## src/rtl/lift_step_pipe.sv

```systemverilog
// lift_step_pipe: two-stage pipelined 5/3 lifting step (predict/update, forward/inverse).
//
// LANES independent datapaths share one flag set and one valid/ready handshake.
// Stage 1 registers s = left + right (DW+1 bits), the centre sample and the flags.
// Stage 2 registers the lifting result and drives res_o / out_valid_o.
//
// Optional feature macro: LIFT_SAT_EN
//   defined   - each lane result is clamped to the DW-bit signed range, and sat_o is
//               sticky-set whenever a clamped result loads into stage 2
//   undefined - full-precision results, sat_o tied to 0
//
// Ports
//   clk_i        clock, rising edge
//   rst_n_i      asynchronous active-low reset
//   flags_i      [2] active, [1] 1=predict/0=update, [0] 1=forward/0=inverse
//   in_valid_i   input beat valid
//   in_ready_o   input beat can be accepted this cycle
//   left_i       left neighbour samples, lane k = [k*DW +: DW]
//   sam_i        centre samples
//   right_i      right neighbour samples
//   out_valid_o  res_o holds a result
//   out_ready_i  downstream accepts the result
//   res_o        signed results, lane k = [k*OW +: OW]
//   sat_o        sticky saturation flag
module lift_step_pipe #(
    parameter int unsigned DW    = 9,
    parameter int unsigned LANES = 1
) (
    input  logic                  clk_i,
    input  logic                  rst_n_i,
    input  logic [2:0]            flags_i,
    input  logic                  in_valid_i,
    output logic                  in_ready_o,
    input  logic [LANES*DW-1:0]   left_i,
    input  logic [LANES*DW-1:0]   sam_i,
    input  logic [LANES*DW-1:0]   right_i,
    output logic                  out_valid_o,
    input  logic                  out_ready_i,
    output logic [LANES*(DW+1)-1:0] res_o,
    output logic                  sat_o
);

    localparam int unsigned OW = DW + 1;  // result width
    localparam int unsigned SW = DW + 1;  // neighbour-sum width
    localparam int unsigned XW = OW + 1;  // working width before range handling

    localparam logic signed [XW-1:0] RoundTwo = XW'(2);

    // Stage registers
    logic                    s1_valid_q;
    logic [LANES*SW-1:0]     s1_sum_q;
    logic [LANES*DW-1:0]     s1_sam_q;
    logic [2:0]              s1_flags_q;
    logic                    s2_valid_q;
    logic [LANES*OW-1:0]     res_q;

    // Handshake / advance control
    logic s2_adv;
    logic s2_load;
    logic s1_load;

    // S2 drains or is empty -> it can take whatever S1 holds.
    assign s2_adv     = !s2_valid_q || out_ready_i;
    assign s2_load    = s1_valid_q && s2_adv;
    assign in_ready_o = !s1_valid_q || s2_adv;
    assign s1_load    = in_valid_i && in_ready_o;

    // Stage 1 combinational: sign-extended neighbour sum per lane
    logic [LANES*SW-1:0] sum_d;

    always_comb begin
        sum_d = '0;
        for (int k = 0; k < LANES; k++) begin
            sum_d[k*SW +: SW] = {left_i[k*DW + DW - 1], left_i[k*DW +: DW]}
                              + {right_i[k*DW + DW - 1], right_i[k*DW +: DW]};
        end
    end

    // Stage 2 combinational: lifting arithmetic per lane
    logic [LANES*OW-1:0]     res_d;
    logic signed [XW-1:0]    sam_x;
    logic signed [XW-1:0]    sum_x;
    logic signed [XW-1:0]    half;
    logic signed [XW-1:0]    quarter;
    logic signed [XW-1:0]    full;
`ifdef LIFT_SAT_EN
    logic signed [XW-1:0]    sat_max;
    logic signed [XW-1:0]    sat_min;
    logic                    clip_any;
`endif

    always_comb begin
        res_d   = '0;
        sam_x   = '0;
        sum_x   = '0;
        half    = '0;
        quarter = '0;
        full    = '0;
`ifdef LIFT_SAT_EN
        // +2^(DW-1)-1 and -2^(DW-1) at working width
        sat_max          = '0;
        sat_max[DW-2:0]  = '1;
        sat_min          = '1;
        sat_min[DW-2:0]  = '0;
        clip_any         = 1'b0;
`endif
        for (int k = 0; k < LANES; k++) begin
            sam_x   = {{(XW-DW){s1_sam_q[k*DW + DW - 1]}}, s1_sam_q[k*DW +: DW]};
            sum_x   = {{(XW-SW){s1_sum_q[k*SW + SW - 1]}}, s1_sum_q[k*SW +: SW]};
            half    = sum_x >>> 1;
            quarter = (sum_x + RoundTwo) >>> 2;
            if (!s1_flags_q[2]) begin
                full = sam_x;
            end else begin
                unique case (s1_flags_q[1:0])
                    2'b11:   full = sam_x - half;     // forward predict
                    2'b10:   full = sam_x + half;     // inverse predict
                    2'b01:   full = sam_x + quarter;  // forward update
                    default: full = sam_x - quarter;  // inverse update
                endcase
            end
`ifdef LIFT_SAT_EN
            if (full > sat_max) begin
                full     = sat_max;
                clip_any = 1'b1;
            end else if (full < sat_min) begin
                full     = sat_min;
                clip_any = 1'b1;
            end
`endif
            // Full-precision results always fit OW bits, so dropping the top bit is lossless.
            res_d[k*OW +: OW] = full[OW-1:0];
        end
    end

    // Stage 1 registers
    always_ff @(posedge clk_i or negedge rst_n_i) begin
        if (!rst_n_i) begin
            s1_valid_q <= 1'b0;
            s1_sum_q   <= '0;
            s1_sam_q   <= '0;
            s1_flags_q <= '0;
        end else begin
            if (in_ready_o) begin
                s1_valid_q <= in_valid_i;
            end
            if (s1_load) begin
                s1_sum_q   <= sum_d;
                s1_sam_q   <= sam_i;
                s1_flags_q <= flags_i;
            end
        end
    end

    // Stage 2 registers
    always_ff @(posedge clk_i or negedge rst_n_i) begin
        if (!rst_n_i) begin
            s2_valid_q <= 1'b0;
            res_q      <= '0;
        end else begin
            if (s2_adv) begin
                s2_valid_q <= s1_valid_q;
            end
            if (s2_load) begin
                res_q <= res_d;
            end
        end
    end

`ifdef LIFT_SAT_EN
    logic sat_q;

    always_ff @(posedge clk_i or negedge rst_n_i) begin
        if (!rst_n_i) begin
            sat_q <= 1'b0;
        end else if (s2_load && clip_any) begin
            sat_q <= 1'b1;
        end
    end

    assign sat_o = sat_q;
`else
    assign sat_o = 1'b0;
`endif

    assign out_valid_o = s2_valid_q;
    assign res_o       = res_q;

endmodule

```

## config.mk

```make
export PLATFORM = sky130hd
export DESIGN_NAME = lift_step_pipe
export DESIGN_NICKNAME = d
export VERILOG_FILES = /design/src/rtl/lift_step_pipe.sv
export SDC_FILE = /design/constraint.sdc
export NUM_CORES = 1
export LEC_CHECK = 0
export ABC_AREA = 1
export CAP_MARGIN = 5
export CORE_MARGIN = 5
export CORE_UTILIZATION = 30
export CTS_CLUSTER_DIAMETER = 150
export DETAILED_ROUTE_END_ITERATION = 12
export GPL_TIMING_DRIVEN = 0
export PLACE_DENSITY = 0.54
export SYNTH_ARGS = -nofsm -noshare
export SYNTH_HDL_FRONTEND = slang
export SYNTH_SLANG_ARGS = --single-unit
```

## constraint.sdc

```tcl
create_clock -name clk_i -period 3.88 [get_ports clk_i]
set_input_delay 0.776 -clock clk_i [delete_from_list [all_inputs] [get_ports clk_i]]
set_output_delay 0.776 -clock clk_i [all_outputs]
set_load 0.005 [all_outputs]
```

==> run metrics, run 1 <==
period utilisation layout=86.6%; Synth warnings=0; Initial Util=30.5%; gpl congestion=0.843; Layout Skew=4.55 ps; Worst slew margin=48.9%; static leakage=1.66 nW; die width=107 µm; # DRC=0; Worst-Margin Slew=766 ps; Clk pin slew, worst setup/hold paths=70 ps; Post-CTS Resized=0; Wirelength per Cell=12.8 µm; setup bufs post-CTS=0; post-DP HPWL=5920 µm; # port buffers=45; drt via density=4.84; Via Count=2794; Cell variety after synth=40; Final Hold Vio Count=0; critical path launch point type=register; Critical Path Sink Type=register; largest net degree at the start of global routing=34; Syn Inst Count=between 400 and 500; Synth Flop Type=dfrtp_1; Synth Net Count=469; Finished Layout Cells=~580; GRT overflow=0; RSZ-0062 raised after global routing=no; Antenna Diode Count=0; fin. max-slew vios=0; clock sink count=33; sequential-to-total area share from yosys stat=a little under 30%; DR iter-0 viols=145; Setup Crit Path Kind=reg2reg; Tmin final=between 3000 and 4000 ps; Layout area overhead=23.9%; CTS tree=built; number of global-route vias before repair=2665; Die Ht=107 µm; Num CTS Buffers=5; PD cells=between 400 and 500 mW/mm²; number of fill cells in the layout=1001; pre-CTS setup slack=532 ps; top-level port count=47; dpl cells=around 570; syn_area_per_cell=6.80 µm²; Max Root-Sink Buffers=2; WL final=7390 µm; fin worst setup slack=between 500 and 600 ps; H-Tree Depth=2; status=finished clean; share of layout cells above drive strength 1=6.44%; asr flop ratio synth=100%; Sum Neg Setup Slack=0 ps; first-pass GRT wire length=12400 µm; Max-Cap Viols=0; Tot GR Track Use=about an eighth; Post-layout nets=approximately 520; Critical Path RT=between 4000 and 5000 ps; worst vdd ir=155 µV; Peak Freq=298 MHz; number of synthesized flops with an enable pin=0; Rows=35; synthesized flop and latch total=33; utilization after layout=37.8%; Core Footprint=0.00920 mm²; CTS Hold Bufs=0; setup violators final=0; clock latency on the worst-skew pair=290 ps; First-pass DRT Iterations=4; Cell Area, Synth=0.00281 mm²; Die ar.=0.0114 mm²; crit-path max FO=7; root buffer cell=clkbuf_8; Worst Hold Class=reg2reg; antenna violations before repair=0; post-route ant nets=0; critical path data arrival time=between 3000 and 4000 ps
[placed cells by master (no fill, tap or decap), drive strengths merged, types with 2 or more instances in the layout]
master / synthesis / layout
clkinv: 2 / 4
o21a: 2 / 2
clkbuf: 8 / 13
nand4: 6 / 6
nor2: 38 / 38
o211ai: 2 / 2
o21ai: 30 / 30
ha: 20 / 20
inv: 47 / 47
xor2: 12 / 12
nor3: 4 / 4
clkdlybuf4s50: 0 / 44
a31oi: 5 / 5
nand2: 120 / 120
o22ai: 3 / 3
dfrtp: 33 / 33
xnor2: 2 / 2
fa: 2 / 2
a21oi: 30 / 30
buf: 4 / 5
or2: 4 / 4
nand3: 27 / 27
o221ai: 3 / 3
[cell type report]
| cell class | count | area (µm²) | area share, % |
|---|---|---|---|
| plain buffers | 12 | 55.1 | 1.58 |
| well taps | 111 | 139 | 3.99 |
| inverters | 49 | 184 | 5.29 |
| flip-flops and latches | 33 | 826 | 23.7 |
| clock inverters | 3 | 17.5 | 0.504 |
| clock buffers | 5 | 68.8 | 1.98 |
| multi-input cells | 319 | 1740 | 50.1 |
| repair buffers | 45 | 445 | 12.8 |
[registers in the layout, indices dropped and copies added (netlist names)]
name         cells
s1_sum_q         9
s1_valid_q       1
out_valid_o      1
s1_flags_q       3
s1_sam_q         9
res_o           10
[worst max-delay path, stage by stage, from the launching register on]
cell	delay (ps)
dfrtp_1	460
ha_1	330
xnor2_1	280
ha_1	230
nand2_1	80
nor2_2	120
xor2_1	150
a21oi_1	90
ha_1	390
nand2_1	100
nor2_1	150
a21oi_1	110
nor2_1	100
inv_1	60
nand2_1	50
o21ai_0	90
or2_2	280
nand3_1	60
o211ai_1	90
nand2_1	80
[metrics by stage]
| stage | hold WS (ps) | instance area, µm² | total power, W |
|---|---|---|---|
| after floorplan | 473 | 2810 | 0.00114 |
| after global placement | 467 | 3400 | 0.00144 |
| after detailed placement | 465 | 3390 | 0.00145 |
| after CTS | 485 | 3480 | 0.00173 |
| after global routing | 504 | 3480 | 0.00188 |
| final | 481 | 3480 | 0.00171 |
[worst paths after layout]
check	depth (start not counted)	start	slack (ps)	endpoint
max	19	s1_sum_q[1]	520	res_o[7]
min	2	res_o[9]	480	res_o[9]
max reg2reg	19	s1_sum_q[1]	520	res_o[7]
min reg2reg	2	res_o[9]	480	res_o[9]
max in group asynchronous	1	rst_n_i	2830	res_o[5]
min in group asynchronous	1	rst_n_i	540	res_o[7]
[Yosys cell counts, drive strengths merged, types with 2 or more instances]
| master | count | area share (%) |
|---|---|---|
| nand2 | 120 | 16 |
| inv | 47 | 6.3 |
| nor2 | 38 | 5.9 |
| dfrtp | 33 | 29 |
| a21oi | 30 | 5.3 |
| o21ai | 30 | 5.3 |
| nand3 | 27 | 5.2 |
| ha | 20 | 8.9 |
| xor2 | 12 | 3.7 |
| clkbuf | 8 | 1.1 |
| nand4 | 6 | 1.3 |
| a31oi | 5 | 1.1 |
| buf | 4 | 0.89 |
| nor3 | 4 | 0.89 |
| or2 | 4 | 0.89 |
| o221ai | 3 | 0.94 |
| o22ai | 3 | 0.67 |
| clkinv | 2 | 0.27 |
| fa | 2 | 1.4 |
| o211ai | 2 | 0.53 |
| o21a | 2 | 0.53 |
| xnor2 | 2 | 0.62 |
[power breakdown]
part           internal (W)  switching, W
clock              0.000124      0.000141
combinational      0.000413      0.000527
sequential         0.000433     0.0000703
total              0.000970      0.000738
[layer usage]
layer / vias up / track usage (%) / share of wire [%]
met5: - / 0 / 0
met4: 0 / 3.38 / 1.4
met3: 10 / 1.99 / 2.5
met2: 40 / 21.3 / 45
met1: 1279 / 18.9 / 51
li1: 1465 / - / -
[cell families after synthesis]
family	Yosys count	synth area share, %
simple gates	200	30.6
compound gates	82	16.6
buf+inv	61	8.52
flops	33	29.4
fa+ha+maj	22	10.3
xor+xnor	14	4.37
other cells	1	0.134
No activity file was read; power rests on OpenSTA's default activity.
==> run 2, diff against run 1 <==
==> constraint.sdc (replaced) <==
create_clock -name clk_i -period 3.4 [get_ports clk_i]
set_input_delay 0.68 -clock clk_i [delete_from_list [all_inputs] [get_ports clk_i]]
set_output_delay 0.68 -clock clk_i [all_outputs]
set_load 0.005 [all_outputs]
==> run 2 against run 1 <==
Compared with the run above:
- cell count increased by 0.69%
- non-clock buffer count increased by 4
- critical endpoint is now res_o[9]
- largest cell class unchanged
- critical path depth unchanged
- wire length increased by 0.78%
- global-route usage unchanged
- sequential cell count unchanged
- first-iteration DRC count decreased by 12%
- worst setup slack got worse by 260 ps
==> run metrics, run 2 (synthesized netlist as in run 1, its figures left out) <==
status=finished clean; Antenna Diode Count=0 (unchanged); R2R setup slack=270 ps (-260 ps); CTS tree=built; Largest register FFs=10 (unchanged); RSZ-0062 raised after global routing=no; Post-layout nets=525 (+0.77%); WL final=7450 µm (+0.78%); FF/Latch Area=828 µm² (+0.30%); Clk pin slew, worst setup/hold paths=70 ps (about the same); Layout area overhead=25.8%; CP startpoint=s1_sum_q[2]; Sum Neg Setup Slack=0 ps (unchanged); Num CTS Buffers=5 (unchanged); utilization after layout=38.4% (+0.59 points); Setup crit end=res_o[9]; Core Footprint=0.00920 mm² (unchanged); setup violators final=0 (unchanged); first-pass GRT wire length=12400 µm (unchanged); crit-path max FO=6 (-1); Final Hold Vio Count=0 (unchanged); Peak Freq=319 MHz (+7.1%); period utilisation layout=92.2% (+5.6 points); GRT overflow=0 (unchanged); Cell Area, Placed=0.00339 mm² (unchanged); Worst-Margin Slew=758 ps (-7.92 ps); commonest non-fill, non-tap cells in the layout=nand2_1, inv_1, clkdlybuf4s50_1; static leakage=1.68 nW (+1.4%); Layout Skew=7.21 ps (+2.66 ps); H-Tree Depth=2 (unchanged); root buffer cell=clkbuf_8; critical path data arrival time=3310 ps (-280 ps); Rows=35 (unchanged); die width=107 µm (unchanged); fin area=0.00353 mm² (+1.5%); worst vdd ir=181 µV (+16%); antenna violations before repair=0 (unchanged); Die Ht=107 µm (unchanged); Critical Path RT=3580 ps (-530 ps); Worst Hold Class=in2async; Min Hold Slack=446 ps (-34.6 ps); post-route ant nets=0 (unchanged); DR iter-0 viols=128 (-12%); critical path launch point type=register; FF-to-FF End=res_o[9]; Initial Util=30.5% (unchanged); share of layout cells above drive strength 1=8.72% (+2.3 points); Wirelength per Cell=12.8 µm (about the same); gpl congestion=0.843 (unchanged); # DRC=0 (unchanged); clock latency on the worst-skew pair=290 ps (about the same); Tot GR Track Use=13.3% (unchanged); drt via density=4.85 (+0.16%); Register-to-Register Path Depth=19 (unchanged); post-DP HPWL=5920 µm (unchanged); Tmin final=3130 ps (-223 ps); R2R Path Start=s1_sum_q[2]; Die ar.=0.0114 mm² (unchanged); Critical Path Sink Type=register; PD cells=567 mW/mm² (+16%); # port buffers=45 (unchanged); commonest non-fill, non-tap cell in the layout=nand2_1; number of global-route vias before repair=2665 (unchanged); Setup Crit Path Kind=reg2reg; Via Count=2818 (+0.86%); footprint of the multi-input gates=0.00176 mm² (+1.0%); Max-Cap Viols=0 (unchanged); clock sink count=33 (unchanged); largest net degree at the start of global routing=34 (unchanged); number of fill cells in the layout=993 (-0.80%); Worst slew margin=49.4% (+0.53 points); top-level port count=47 (unchanged); fin. max-slew vios=0 (unchanged); Max Root-Sink Buffers=2 (unchanged); First-pass DRT Iterations=4 (unchanged)
-- run 2: cell types whose count changed in the layout (fill, tap and decap cells not counted), sizes merged --
cell	previous run	this run
clkbuf	13	12
buf	5	10
-- run 2: cell type report --
class | count | area share, %
clock inverter | 3 | 0.496
sequential | 33 | 23.5
clock buffer | 5 | 1.95
multi-input combinational | 319 | 49.8
buffer | 11 | 1.45
tap | 111 | 3.93
timing repair buffer | 50 | 13.7
inverter | 49 | 5.21
-- run 2: per-stage QoR --
stage | power [W] | instances | setup WS, ps
final | 0.00200 | 581 | 265
after global routing | 0.00220 | 581 | 9.81
after CTS | 0.00197 | 577 | 24.3
after detailed placement | 0.00166 | 569 | 52.0
after global placement | 0.00165 | 569 | 84.2
after floorplan | 0.00130 | 413 | 493
-- run 2: critical path, cell delays in order, from the launching register on --
cell     delay (ps)
dfrtp_2         460
ha_2            250
xnor2_2         200
ha_1            210
nand2_1          80
nor2_2          120
nand3_1         110
or2_1           240
o21ai_1         120
a21oi_1          90
ha_1            340
a21oi_1         160
o21a_1          130
nand3_1          90
inv_1            70
nand3_1          90
nand3_1          90
nand2_1          50
nand3_1          70
nand2_1          60
-- run 2: repair_timing --
item,in CTS,in global routing
setup endpoints to repair,0,4
hold buffers,0,0
buffers inserted,0,5
hold endpoints to repair,0,0
resized for setup,0,7
-- run 2: how the worst min path moves through the flow --
stage,startpoint,end,cells after the start
after floorplan,rst_n_i,out_valid_o,0
after global placement,res_o[7],res_o[7],2
after detailed placement,res_o[9],res_o[9],2
after CTS,rst_n_i,s1_flags_q[2],1
after global routing,res_o[9],res_o[9],2
final,rst_n_i,res_o[7],1
-- run 2: power breakdown --
group	internal [W]	switching [W]
sequential	0.000496	0.0000844
combinational	0.000509	0.000612
clock	0.000141	0.000161
total	0.00115	0.000857
-- run 2: per-layer routing --
| metal | track usage, % | wire length, µm | vias up |
|---|---|---|---|
| met4 | 3.38 | 73 | 0 |
| li1 | - | - | 1467 |
| met2 | 21.3 | 3440 | 44 |
| met3 | 1.99 | 232 | 6 |
| met5 | 0 | 0 | - |
| met1 | 18.9 | 3700 | 1301 |
